[src/rtl/audio_pkg.sv]
// audio_pkg: shared helpers for the audio PWM output path.
// Saturating left shift, offset-binary conversion and midscale constants.
package audio_pkg;

   // Result of a saturating shift: clamped value plus overflow flag.
   typedef struct packed {
      logic signed [31:0] value;
      logic               clipped;
   } sat_t;

   localparam int unsigned DEF_PWM_W    = 8;
   localparam int unsigned DEF_MIDSCALE = 1 << (DEF_PWM_W - 1);

   // Midscale code 2^(w-1) for a w-bit offset-binary value.
   function automatic logic [31:0] midscale(input int unsigned w);
      return 32'd1 << (w - 1);
   endfunction

   // Two's complement to offset binary: flip the sign bit, keep w bits.
   function automatic logic [31:0] offset_bin(
      input logic signed [31:0] x,
      input int unsigned        w
   );
      logic [31:0] mask;
      mask = (32'd1 << w) - 32'd1;
      return (x ^ midscale(w)) & mask;
   endfunction

   // Left shift with saturation to a signed w-bit range.
   // value must already fit w bits; w + shift must stay within 64.
   function automatic sat_t sat_shl(
      input logic signed [31:0] value,
      input int unsigned        shift,
      input int unsigned        w
   );
      logic signed [63:0] wide;
      logic signed [63:0] hi;
      logic signed [63:0] lo;
      sat_t               r;
      wide      = 64'(value) <<< shift;
      hi        = (64'sd1 <<< (w - 1)) - 64'sd1;
      lo        = -(64'sd1 <<< (w - 1));
      r.value   = 32'(wide);
      r.clipped = 1'b0;
      if (wide > hi) begin
         r.value   = 32'(hi);
         r.clipped = 1'b1;
      end else if (wide < lo) begin
         r.value   = 32'(lo);
         r.clipped = 1'b1;
      end
      return r;
   endfunction

endpackage

[src/rtl/audio_pwm_out_pwm_gen.sv]
// pwm_gen: free-running PWM counter with wrap pulse.
// The output bit is a registered compare, one cycle behind the counter.
module pwm_gen
   import audio_pkg::*;
#(
   parameter int unsigned PWM_W = DEF_PWM_W
) (
   input  logic             clk_in,
   input  logic             rst_in,
   input  logic [PWM_W-1:0] level_in,
   output logic             pwm_out,
   output logic             wrap_out
);

   logic [PWM_W-1:0] cnt_q;
   logic [PWM_W-1:0] cnt_d;
   logic             pwm_q;
   logic             pwm_d;

   // Next counter value and duty compare against the active level.
   always_comb begin
      cnt_d = cnt_q + PWM_W'(1);
      pwm_d = (cnt_q < level_in);
   end

   // Counter and output bit registers.
   always_ff @(posedge clk_in or posedge rst_in) begin
      if (rst_in) begin
         cnt_q <= '0;
         pwm_q <= 1'b0;
      end else begin
         cnt_q <= cnt_d;
         pwm_q <= pwm_d;
      end
   end

   assign wrap_out = (cnt_q == '1);
   assign pwm_out  = pwm_q;

endmodule

[src/rtl/audio_pwm_out.sv]
// audio_pwm_out: gain, volume and soft-mute stage feeding the speaker PWM.
// Samples are double-buffered so the duty only changes at period wraps.
module audio_pwm_out
   import audio_pkg::*;
#(
   parameter int unsigned IN_W     = 16,
   parameter int unsigned PWM_W    = 8,
   parameter int unsigned GAIN_W   = 4,
   parameter int unsigned VOL_W    = 3,
   parameter int unsigned RAMP_DIV = 256
) (
   input  logic                    clk_in,
   input  logic                    rst_in,
   input  logic                    ready_in,
   input  logic signed [IN_W-1:0]  sample_in,
   input  logic [GAIN_W-1:0]       gain_in,
   input  logic [VOL_W-1:0]        vol_in,
   input  logic                    mute_in,
   input  logic                    clear_in,
   output logic                    pwm_out,
   output logic [PWM_W-1:0]        level_out,
   output logic                    period_out,
   output logic                    clip_out,
   output logic                    overrun_out,
   output logic                    muted_out
);

   localparam int unsigned RATT_W = $clog2(PWM_W + 1);
   localparam int unsigned RCNT_W =
      (RAMP_DIV > 1) ? $clog2(RAMP_DIV) : 1;

   localparam logic [PWM_W-1:0]  MID =
      PWM_W'(midscale(PWM_W));
   localparam logic [RATT_W-1:0] RATT_MAX  = RATT_W'(PWM_W);
   localparam logic [RCNT_W-1:0] RCNT_LAST = RCNT_W'(RAMP_DIV - 1);

   // Stage 1: saturated sample and the volume shift that travels with it.
   logic signed [IN_W-1:0]  s1_q;
   logic signed [IN_W-1:0]  s1_d;
   logic                    s1_vld_q;
   logic                    s1_vld_d;
   logic [VOL_W-1:0]        vsh_q;
   logic [VOL_W-1:0]        vsh_d;
   sat_t                    sat;

   // Stage 2: pending sample waiting for the next period wrap.
   logic signed [PWM_W-1:0] s1_top;
   logic signed [PWM_W-1:0] pend_q;
   logic signed [PWM_W-1:0] pend_d;
   logic                    fresh_q;
   logic                    fresh_d;

   // Active duty, soft-mute ramp and sticky status.
   logic signed [PWM_W-1:0] att;
   logic [PWM_W-1:0]        active_q;
   logic [PWM_W-1:0]        active_d;
   logic [RATT_W-1:0]       ratt_q;
   logic [RATT_W-1:0]       ratt_d;
   logic [RCNT_W-1:0]       rcnt_q;
   logic [RCNT_W-1:0]       rcnt_d;
   logic                    clip_q;
   logic                    clip_d;
   logic                    ovr_q;
   logic                    ovr_d;
   logic                    ovr_set;
   logic                    wrap;

   // Stage 1: saturating gain shift; volume is latched with the sample.
   always_comb begin
      sat      = sat_shl(32'(sample_in), 32'(gain_in), IN_W);
      s1_vld_d = ready_in;
      s1_d     = s1_q;
      vsh_d    = vsh_q;
      if (ready_in) begin
         s1_d  = IN_W'(sat.value);
         vsh_d = ~vol_in;
      end
   end

   // Stage 2: take the top bits, apply volume, mark the buffer fresh.
   // A write landing on the wrap cycle keeps fresh set for the next period.
   always_comb begin
      s1_top  = s1_q[IN_W-1 -: PWM_W];
      pend_d  = pend_q;
      fresh_d = fresh_q;
      ovr_set = 1'b0;
      if (wrap) begin
         fresh_d = 1'b0;
      end
      if (s1_vld_q) begin
         pend_d  = s1_top >>> vsh_q;
         fresh_d = 1'b1;
         ovr_set = fresh_q && !wrap;
      end
   end

   // Wrap: load the attenuated pending sample as the new duty.
   always_comb begin
      att      = pend_q >>> ratt_q;
      active_d = active_q;
      if (wrap) begin
         if (ratt_q == RATT_MAX) begin
            active_d = MID;
         end else begin
            active_d = PWM_W'(offset_bin(32'(att), PWM_W));
         end
      end
   end

   // Soft-mute ramp: one attenuation step every RAMP_DIV periods.
   always_comb begin
      ratt_d = ratt_q;
      rcnt_d = rcnt_q;
      if (wrap) begin
         if (rcnt_q == RCNT_LAST) begin
            rcnt_d = '0;
            if (mute_in && (ratt_q < RATT_MAX)) begin
               ratt_d = ratt_q + RATT_W'(1);
            end else if (!mute_in && (ratt_q != '0)) begin
               ratt_d = ratt_q - RATT_W'(1);
            end
         end else begin
            rcnt_d = rcnt_q + RCNT_W'(1);
         end
      end
   end

   // Sticky flags; a clear wins over a set in the same cycle.
   always_comb begin
      clip_d = clip_q || (ready_in && sat.clipped);
      ovr_d  = ovr_q || ovr_set;
      if (clear_in) begin
         clip_d = 1'b0;
         ovr_d  = 1'b0;
      end
   end

   // State registers; reset leaves the output muted at midscale.
   always_ff @(posedge clk_in or posedge rst_in) begin
      if (rst_in) begin
         s1_q     <= '0;
         s1_vld_q <= 1'b0;
         vsh_q    <= '0;
         pend_q   <= '0;
         fresh_q  <= 1'b0;
         active_q <= MID;
         ratt_q   <= RATT_MAX;
         rcnt_q   <= '0;
         clip_q   <= 1'b0;
         ovr_q    <= 1'b0;
      end else begin
         s1_q     <= s1_d;
         s1_vld_q <= s1_vld_d;
         vsh_q    <= vsh_d;
         pend_q   <= pend_d;
         fresh_q  <= fresh_d;
         active_q <= active_d;
         ratt_q   <= ratt_d;
         rcnt_q   <= rcnt_d;
         clip_q   <= clip_d;
         ovr_q    <= ovr_d;
      end
   end

   pwm_gen #(
      .PWM_W (PWM_W)
   ) u_pwm (
      .clk_in   (clk_in),
      .rst_in   (rst_in),
      .level_in (active_q),
      .pwm_out  (pwm_out),
      .wrap_out (wrap)
   );

   assign level_out   = active_q;
   assign period_out  = wrap;
   assign clip_out    = clip_q;
   assign overrun_out = ovr_q;
   assign muted_out   = (ratt_q == RATT_MAX);

endmodule

[config.mk]
export PLATFORM = sky130hd
export DESIGN_NAME = audio_pwm_out
export DESIGN_NICKNAME = d
export VERILOG_FILES = /design/src/rtl/audio_pkg.sv /design/src/rtl/audio_pwm_out_pwm_gen.sv /design/src/rtl/audio_pwm_out.sv
export SDC_FILE = /design/constraint.sdc
export NUM_CORES = 1
export LEC_CHECK = 0
export CORE_ASPECT_RATIO = 1.75
export CORE_MARGIN = 3
export CORE_UTILIZATION = 25
export CTS_BUF_LIST = sky130_fd_sc_hd__clkbuf_4
export DETAILED_ROUTE_END_ITERATION = 16
export GPL_TIMING_DRIVEN = 1
export HOLD_SLACK_MARGIN = 0.15
export PLACE_DENSITY = 0.42
export SYNTH_ARGS = -nofsm -noshare
export SYNTH_HDL_FRONTEND = slang
export SYNTH_SLANG_ARGS = --single-unit
[constraint.sdc]
create_clock -name clk_in -period 3.9 [get_ports clk_in]
set_input_delay 0.585 -clock clk_in [delete_from_list [all_inputs] [get_ports clk_in]]
set_output_delay 0.585 -clock clk_in [all_outputs]
set_load 0.1 [all_outputs]
---- Yosys cells after proc, flatten, opt, wreduce, memory -nomap -nowiden ----
Index checks and enable logic that the tools add are counted.
cells by class
  $add $sub $neg .......................... 4
  $lt $le $gt $ge ......................... 4
  eq/ne operators ......................... 3
  shift-type cells ........................ 3
  multiplexer cells ....................... 11
  bitwise operators ....................... 2
  reduce and logical (&&, ||, !) cells .... 12
operators by type and width
  kind                                                             number
  greater-than comparator 64 x 16 -> 1 bit, second input constant  1
  less-than comparator 64 x 16 -> 1 bit, second input constant     1
  <<< shifter 16 x 4 -> 64 bit                                     1
  two-way mux 17 bit                                               2
  adder 8 x 1 -> 8 bit, second input constant                      2
  == test 8 bit, second input constant                             2
  two-way mux 8 bit                                                2
  less-than comparator 8 bit                                       1
  two-way mux 4 bit                                                2
  >>> shifter 8 x 3 -> 8 bit                                       1
  >>> shifter 8 x 4 -> 8 bit                                       1
  two-way mux 1 bit                                                5
  adder 4 x 1 -> 4 bit, second input constant                      1
  == test 4 bit, second input constant                             1
  logical AND 1 bit                                                4
  less-than comparator 4 bit, second input constant                1
  nonzero test 2 bit                                               2
  nonzero test 4 bit                                               1
  subtractor 4 x 1 -> 4 bit, second input constant                 1
  NOT 3 bit                                                        1
  AND reduction 3 bit                                              1
  zero test 1 bit                                                  2
  logical OR 1 bit                                                 2
  NOT 1 bit                                                        1
word-level totals
  register bits ........................... 60
  output and inout bits ................... 13
  word-level logic and storage cells ...... 51

---- Longest topological paths before layout ----
Gate-level depths: netlist of the first run.
  depth in word-level cells ............... 7
  depth in mapped cells ................... 11
  depth with buffers taken out ............ 9

---- Modules after synthesis ----
A second synthesis of the first run with hierarchy kept.
unflattened totals
  cell total of the unflattened synthesis .. 420
  area, all modules ....................... 4225.3 µm²
modules (own cells, without submodules)
  module         instances  cells an instance  area each (µm²)  sequential area each (µm²)
  audio_pwm_out  1          366                3701.0           1078.5
  pwm_gen        1          54                 524.3            225.2

---- Worst setup path before layout of the first run ----
OpenSTA, ideal clock, no wires.
  kind .................................... register to output
  from .................................... register u_pwm.cnt_q[0]
  to ...................................... output port period_out
  arrival time ............................ 2.048 ns
  required time ........................... 3.315 ns
  path slack .............................. 1.267 ns
  cell stages (with the launch flop) ...... 7
  buffers on the path ..................... 1
  cell sequence ........................... dfrtp_1 -> ha_1 -> nand2_1 -> nor2_1 -> nand3_1 -> inv_1 -> buf_1
between the ends
  word-level cells in the longest chain between the ends .. 1
ends and longest elaborated chain
  what                    RTL line                     text
  start, declared         audio_pwm_out_pwm_gen.sv:15  logic [PWM_W-1:0] cnt_q;
  start signal, assigned  audio_pwm_out_pwm_gen.sv:32  cnt_q <= cnt_d;
  == test 8 bit           audio_pwm_out_pwm_gen.sv:37  assign wrap_out = (cnt_q == '1);
  end, declared           audio_pwm_out.sv:22          output logic period_out,
Every way passes these cells.

---- Worst setup path in the final report of the first run ----
  from .................................... input port gain_in[0]
  to ...................................... register clip_q (netlist: clip_out)
between the ends
  word-level cells in the longest chain between the ends .. 7
ends and longest elaborated chain
  what                                   RTL line              text
  start, declared                        audio_pwm_out.sv:16   input logic [GAIN_W-1:0] gain_in,
  <<< shifter 16 x 4 -> 64 bit (*)       audio_pkg.sv:40       wide = 64'(value) <<< shift;
  less-than comparator 64 x 16 -> 1 bit  audio_pkg.sv:48       end else if (wide < lo) begin
  two-way mux 17 bit                     audio_pkg.sv:48
  two-way mux 17 bit (*)                 audio_pkg.sv:45       if (wide > hi) begin
  logical AND 1 bit (*)                  audio_pwm_out.sv:130  clip_d = clip_q || (ready_in && sat.clipped);
  logical OR 1 bit (*)                   audio_pwm_out.sv:130
  two-way mux 1 bit (*)                  audio_pwm_out.sv:132  if (clear_in) begin
  named net clip_d                       audio_pwm_out.sv:62   logic clip_d;
  end signal, assigned                   audio_pwm_out.sv:160  clip_q <= clip_d;
  end, declared                          audio_pwm_out.sv:61   logic clip_q;
Mark *: on every way through the listed nets, which the timed path passes. The rest lies on a longest branch.
A chain may end at the register's enable or synchronous reset.

==> results of run 1 <==
==> synth_stat cells, drive strengths merged, types with 3 or more instances <==
| cell | n | share of area [%] |
|---|---|---|
| a21oi | 34 | 4.5 |
| nor3 | 3 | 0.40 |
| nand3b | 3 | 0.59 |
| ha | 11 | 3.6 |
| a21o | 6 | 1.2 |
| o22ai | 4 | 0.66 |
| inv | 16 | 1.6 |
| nand2b | 5 | 0.82 |
| xnor2 | 9 | 2.1 |
| mux2i | 23 | 6.1 |
| nand4 | 4 | 0.66 |
| xor2 | 5 | 1.2 |
| a31oi | 5 | 0.82 |
| a211oi | 3 | 0.59 |
| o211ai | 11 | 2.2 |
| clkbuf | 17 | 1.7 |
| buf | 9 | 1.7 |
| nand2 | 45 | 4.5 |
| nor2b | 9 | 1.5 |
| nand3 | 12 | 1.6 |
| dfrtp | 50 | 33 |
| mux2 | 24 | 7.1 |
| a22oi | 3 | 0.59 |
| mux4 | 6 | 3.6 |
| nor2 | 43 | 4.3 |
| o21ai | 43 | 5.8 |
==> layout make-up <==
type,instances,area share (%)
well taps,183,5.16
inverters,17,1.44
clock buffers,5,0.847
clock inverters,3,0.847
repair buffers,49,10.4
flip-flops and latches,52,29.4
diodes,1,0.0564
multi-input cells,338,51.8
==> through the flow <==
stage / hold WS (ns) / util, % / instances
floorplan: 0.438 / - / 433
finish: 0.488 / 29.9 / 648
global placement: 0.461 / 29.4 / 639
detailed placement: 0.463 / 29.4 / 639
CTS: 0.483 / 29.9 / 647
global route: 0.524 / 29.9 / 648
==> registers in the layout, summed over array words and instances, names as in the netlist <==
register,cells
pend_q,8
clip_out,1
s1_q,8
level_out,8
u_pwm.cnt_q,8
s1_vld_q,1
u_pwm.pwm_out,1
ratt_q,4
overrun_out,1
rcnt_q,8
fresh_q,1
vsh_q,3
==> kinds of logic after synthesis <==
family,Yosys count,share of synthesized area (%)
simple gates,135,16.4
compound gates,124,20.0
mux,53,16.7
flops,52,34.4
buf+inv,43,5.11
xor+xnor,14,3.23
fa+ha+maj,12,4.15
==> worst paths after layout <==
path | endpoint | slack, ns | depth (start not counted)
max in group asynchronous | u_pwm.cnt_q[1] | 2.51 | 3
worst min register to register | rcnt_q[6] | 0.49 | 1
worst max-delay path | clip_out | 1.02 | 9
worst min-delay path | rcnt_q[6] | 0.49 | 1
min in group asynchronous | vsh_q[0] | 0.72 | 2
worst max register to register | ratt_q[1] | 1.79 | 8
==> per-layer routing <==
layer  track usage (%)  wire length, microns  vias to the layer above
li1                  -                     -                     1614
met3              1.36                   277                       20
met2              24.6                  5750                       65
met4              5.95                   391                        0
met5                 0                     0                        -
met1              11.4                  3480                     1546
==> power by group <==
part	internal, uW	switching (uW)	total (uW)
sequential	568	37.4	606
clock	131	169	301
combinational	142	163	305
==> impl_metrics.yaml, run 1 <==
drt:
  drt_iter0_drc: 64
  ant_nets: 0
  wl_per_cell_microns: 15.3
  drc_errors: 0
  drtPass1Iterations: 4
  postRouteWirelength_microns: 9900
  routed_via_density: 5.01
  num_vias: 3245
setup_path:
  worstPathMaxFanout: 27
  slowest_stage: "mux4_2"
  crit-reg2reg-launch: "u_pwm.cnt_q[0]"
  crit_start: "gain_in[0]"
  cpPeakStageDelay_ns: 0.58
  path_cells: "clkdlybuf4s50_1 -> buf_4 -> mux4_2 -> mux2i_1 -> nand2_1 -> a32oi_1 -> nand4_1 -> o21ai_2 -> a31oi_1"
  crit_path_end_kind: "flip-flop"
  arrival_ns: 3.13
  setup.worst_path.class: "input pin to flip-flop"
  required_ns: 4.15
  critPathBufInv: 2
  crit_family: "multiplexers"
  critPathLaunchType: "input pin"
die:
  chipWidth_microns: 99.1
  row_count: 59
  start_util_pct: 25.6
  core_area_sq_um: 14800
  ioPinCount: 41
  die_area_sq_um: 16800
  die_y_microns: 169
synthesis:
  synth-edff-count: 0
  synth_ff_type: "dfrtp_1"
  synth.avg_cell_area_sq_um: 8.76
  yosysWarnings: 0
  synthArstFlopShare_pct: 100
  synth_area_sq_um: 3790
  synth_seq_cells: 52
  synthDistinctLibCells: 57
  synthCells: 433
  ys_seq_area_share_pct: 34.4
  synth_nets: 473
clocking:
  cts_max_level: 2
  hold_buffers: 0
  path_clk_slew_ns: 0.14
  cts_resized: 0
  cts_tree: "built"
  cts_buffers: 5
  clockBufferDepth: 2
  postCtsSetupRepairBufs: 0
  clk_latency_ns: 0.37
  cts-root-buf: "clkbuf_4"
  cts.sinks: 52
power:
  power_density_nw_per_um2: 273
  power_uw: 1210
  ir_drop_v: 0.0000935
  p_leak_uw: 0.00179
placed_design:
  portBuffers: 40
  dpl.hpwl_microns: 7980
  finalWeightedCongestion: 0.880
  post-place-ws_ns: 0.603
  dpl_cell_area_sq_um: 4360
grt:
  grt_max_degree: 46
  track_usage_pct: 12.1
  grt_pass1_wl_microns: 16400
  antenna_found_initial: 1
  grt_pass1_vias: 3332
  gr-total-overflow: 0
sta:
  fin_ws_ns: 1.02
  rsz0062_at_grt: "false"
  max_freq_ghz: 0.347
  worst_pin_slew_ns: 0.968
  fin_skew_ns: 0.0166
  setup_violations: 0
  slew_headroom_pct: 35.2
  period_share_pct: 73.9
  slew_viol_final: 0
  setup_tns_ns: 0
  hold_violations: 0
  period_minus_slack_ns: 2.88
layout:
  final_cell_mix: "50 x dfrtp_1, 45 x nand2_1, 43 x nor2_1, 41 x o21ai_0, 38 x clkdlybuf4s50_1"
  nets: 503
  final_common_cell: "dfrtp_1"
  regArea_sq_um: 1300
  multi_input_area_sq_um: 2300
  drive_above_1_share_pct: 11.9
  areaGrowthSynthToFinish_pct: 16.8
  fillCellCount: 1579
  final_area_sq_um: 4430
min_path:
  hold_path.class: "flip-flop to flip-flop"
  min_from: "rcnt_q[6]"
flow_run:
  maxCapViolCount: 0
run_status:
  status: "finished clean"
No activity file was read; power rests on OpenSTA's default activity.
==> run 2: changes to the inputs <==
==> constraint.sdc (replaced) <==
create_clock -name clk_in -period 2.7 [get_ports clk_in]
set_input_delay 0.405 -clock clk_in [delete_from_list [all_inputs] [get_ports clk_in]]
set_output_delay 0.405 -clock clk_in [all_outputs]
set_load 0.1 [all_outputs]
==> run 2 against run 1 <==
Compared with the run above:
- routed wire length increased by 5.4%
- sequential power increased by 45%
- combinational power increased by 67%
- utilization increased by 2.0 points
- critical path depth increased by 2
- setup slack got worse by 0.84 ns
- clock power increased by 17%
- sequential share of layout area decreased by 1.8 points
- flip-flop and latch count unchanged
- via count increased by 4.7%
- count of clock-buffer cells in the layout unchanged
- hold slack got worse by 0.15 ns
==> impl_metrics.yaml, run 2 (same netlist as run 1, synthesis figures left out) <==
run_status:
  status: "finished clean"
clocking:
  cts.sinks: 52
  cts_tree: "built"
  cts_max_level: 2
  path_clk_slew_ns: 0.16
  cts-root-buf: "clkbuf_4"
  clk_latency_ns: 0.38
  clockBufferDepth: 2
  cts_buffers: 5
placed_design:
  portBuffers: 40
  post-place-ws_ns: -0.226
  finalWeightedCongestion: 0.818
  dpl.hpwl_microns: 8530
layout:
  final_cell_mix: "50 x dfrtp_1, 48 x buf_4, 45 x nand2_1, 43 x nor2_1, 41 x o21ai_0"
  final_common_cell: "dfrtp_1"
  nets: 536
  drive_above_1_share_pct: 20.7
  areaGrowthSynthToFinish_pct: 24.6
die:
  start_util_pct: 25.6
  core_area_sq_um: 14800
  chipWidth_microns: 99.1
  die_area_sq_um: 16800
  row_count: 59
  die_y_microns: 169
  ioPinCount: 41
grt:
  antenna_found_initial: 1
  grt_pass1_wl_microns: 17300
  grt_max_degree: 32
  track_usage_pct: 12.8
  grt_pass1_vias: 3574
  gr-total-overflow: 0
setup_path:
  critPathBufInv: 4
  slowest_stage: "clkdlybuf4s50_1"
  cpPeakStageDelay_ns: 0.50
  crit_path_end_kind: "flip-flop"
  critPathLaunchType: "input pin"
  crit_family: "buffers and inverters"
  path_cells: "clkdlybuf4s50_1 -> buf_4 -> nor2b_1 -> a22oi_1 -> o211ai_1 -> inv_1 -> nor4_1 -> o21ai_0 -> o21ai_2 -> buf_4 -> a31oi_1"
  cp_common_cell: "buf_4"
  setup.worst_path.class: "input pin to flip-flop"
  required_ns: 2.95
  worstPathMaxFanout: 8
  arrival_ns: 2.77
sta:
  period_minus_slack_ns: 2.52
  slew_headroom_pct: 65.8
  rsz0062_at_grt: "false"
  fin_skew_ns: 0.0200
  period_share_pct: 93.3
  setup_violations: 0
  slew_viol_final: 0
  worst_pin_slew_ns: 0.513
  max_freq_ghz: 0.397
  hold_violations: 0
  fin_ws_ns: 0.180
drt:
  postRouteWirelength_microns: 10400
  num_vias: 3399
  drc_errors: 0
  drt_iter0_drc: 83
  routed_via_density: 4.99
  wl_per_cell_microns: 15.3
  drtPass1Iterations: 4
  ant_nets: 0
power:
  ir_drop_v: 0.000198
  power_uw: 1740
  power_density_nw_per_um2: 368
  p_leak_uw: 0.00199
flow_run:
  maxCapViolCount: 0
min_path:
  hold_path.class: "input pin to async pin"
==> run 2: cell count changes in the layout (fill, tap and decap cells not counted), sizes merged <==
| cell | delta |
|---|---|
| bufinv | -1 |
| buf | +44 |
| clkdlybuf4s50 | -11 |
| clkinv | +1 |
==> run 2: worst paths after layout <==
path | to | depth (start not counted) | slack (ns) | startpoint
min reg2reg | rcnt_q[6] | 1 | 0.48 | rcnt_q[6]
max reg2reg | ratt_q[1] | 7 | 0.50 | u_pwm.cnt_q[0]
min | vsh_q[0] | 2 | 0.34 | rst_in
max in group asynchronous | ratt_q[3] | 3 | 1.74 | rst_in
max | clip_out | 11 | 0.18 | gain_in[2]
min in group clk_in | rcnt_q[6] | 1 | 0.48 | rcnt_q[6]
==> run 2: metrics by stage <==
stage               TNS (ns)  util [%]  hold WS (ns)  instances  area, sq um
floorplan                  0         -         0.436        433         3790
global placement       -1.59      31.4         0.463        672         4660
detailed placement     -1.51      31.4         0.462        672         4660
CTS                        0      31.8         0.343        680         4720
global route               0      31.9         0.347        681         4730
finish                     0      31.9         0.339        681         4730
==> run 2: layer usage <==
layer	part of all wire, %	global-route usage (%)
met4	4.2	6.54
met1	34	11.5
met5	0	0
met2	59	26.6
met3	2.8	1.44
==> run 2: layout make-up <==
class | instances | area [sq um]
multi-input cells | 338 | 2300
repair buffers | 82 | 771
well taps | 183 | 229
diodes | 1 | 2.50
inverters | 17 | 63.8
clock buffers | 5 | 37.5
clock inverters | 3 | 18.8
fillers | 1597 | 10100
flip-flops and latches | 52 | 1300
==> run 2: power by group <==
group	switching, uW	internal (uW)
Clock	252	101
Sequential	56.7	821
Combinational	252	257
==> run 2: repair_timing <==
item | in CTS | in global routing
endpoints found under the hold margin | 0 | 0
endpoints found under the setup margin | 1 | 1
hold buffers | 0 | 0
buffers inserted | 0 | 0
resized for setup | 1 | 1
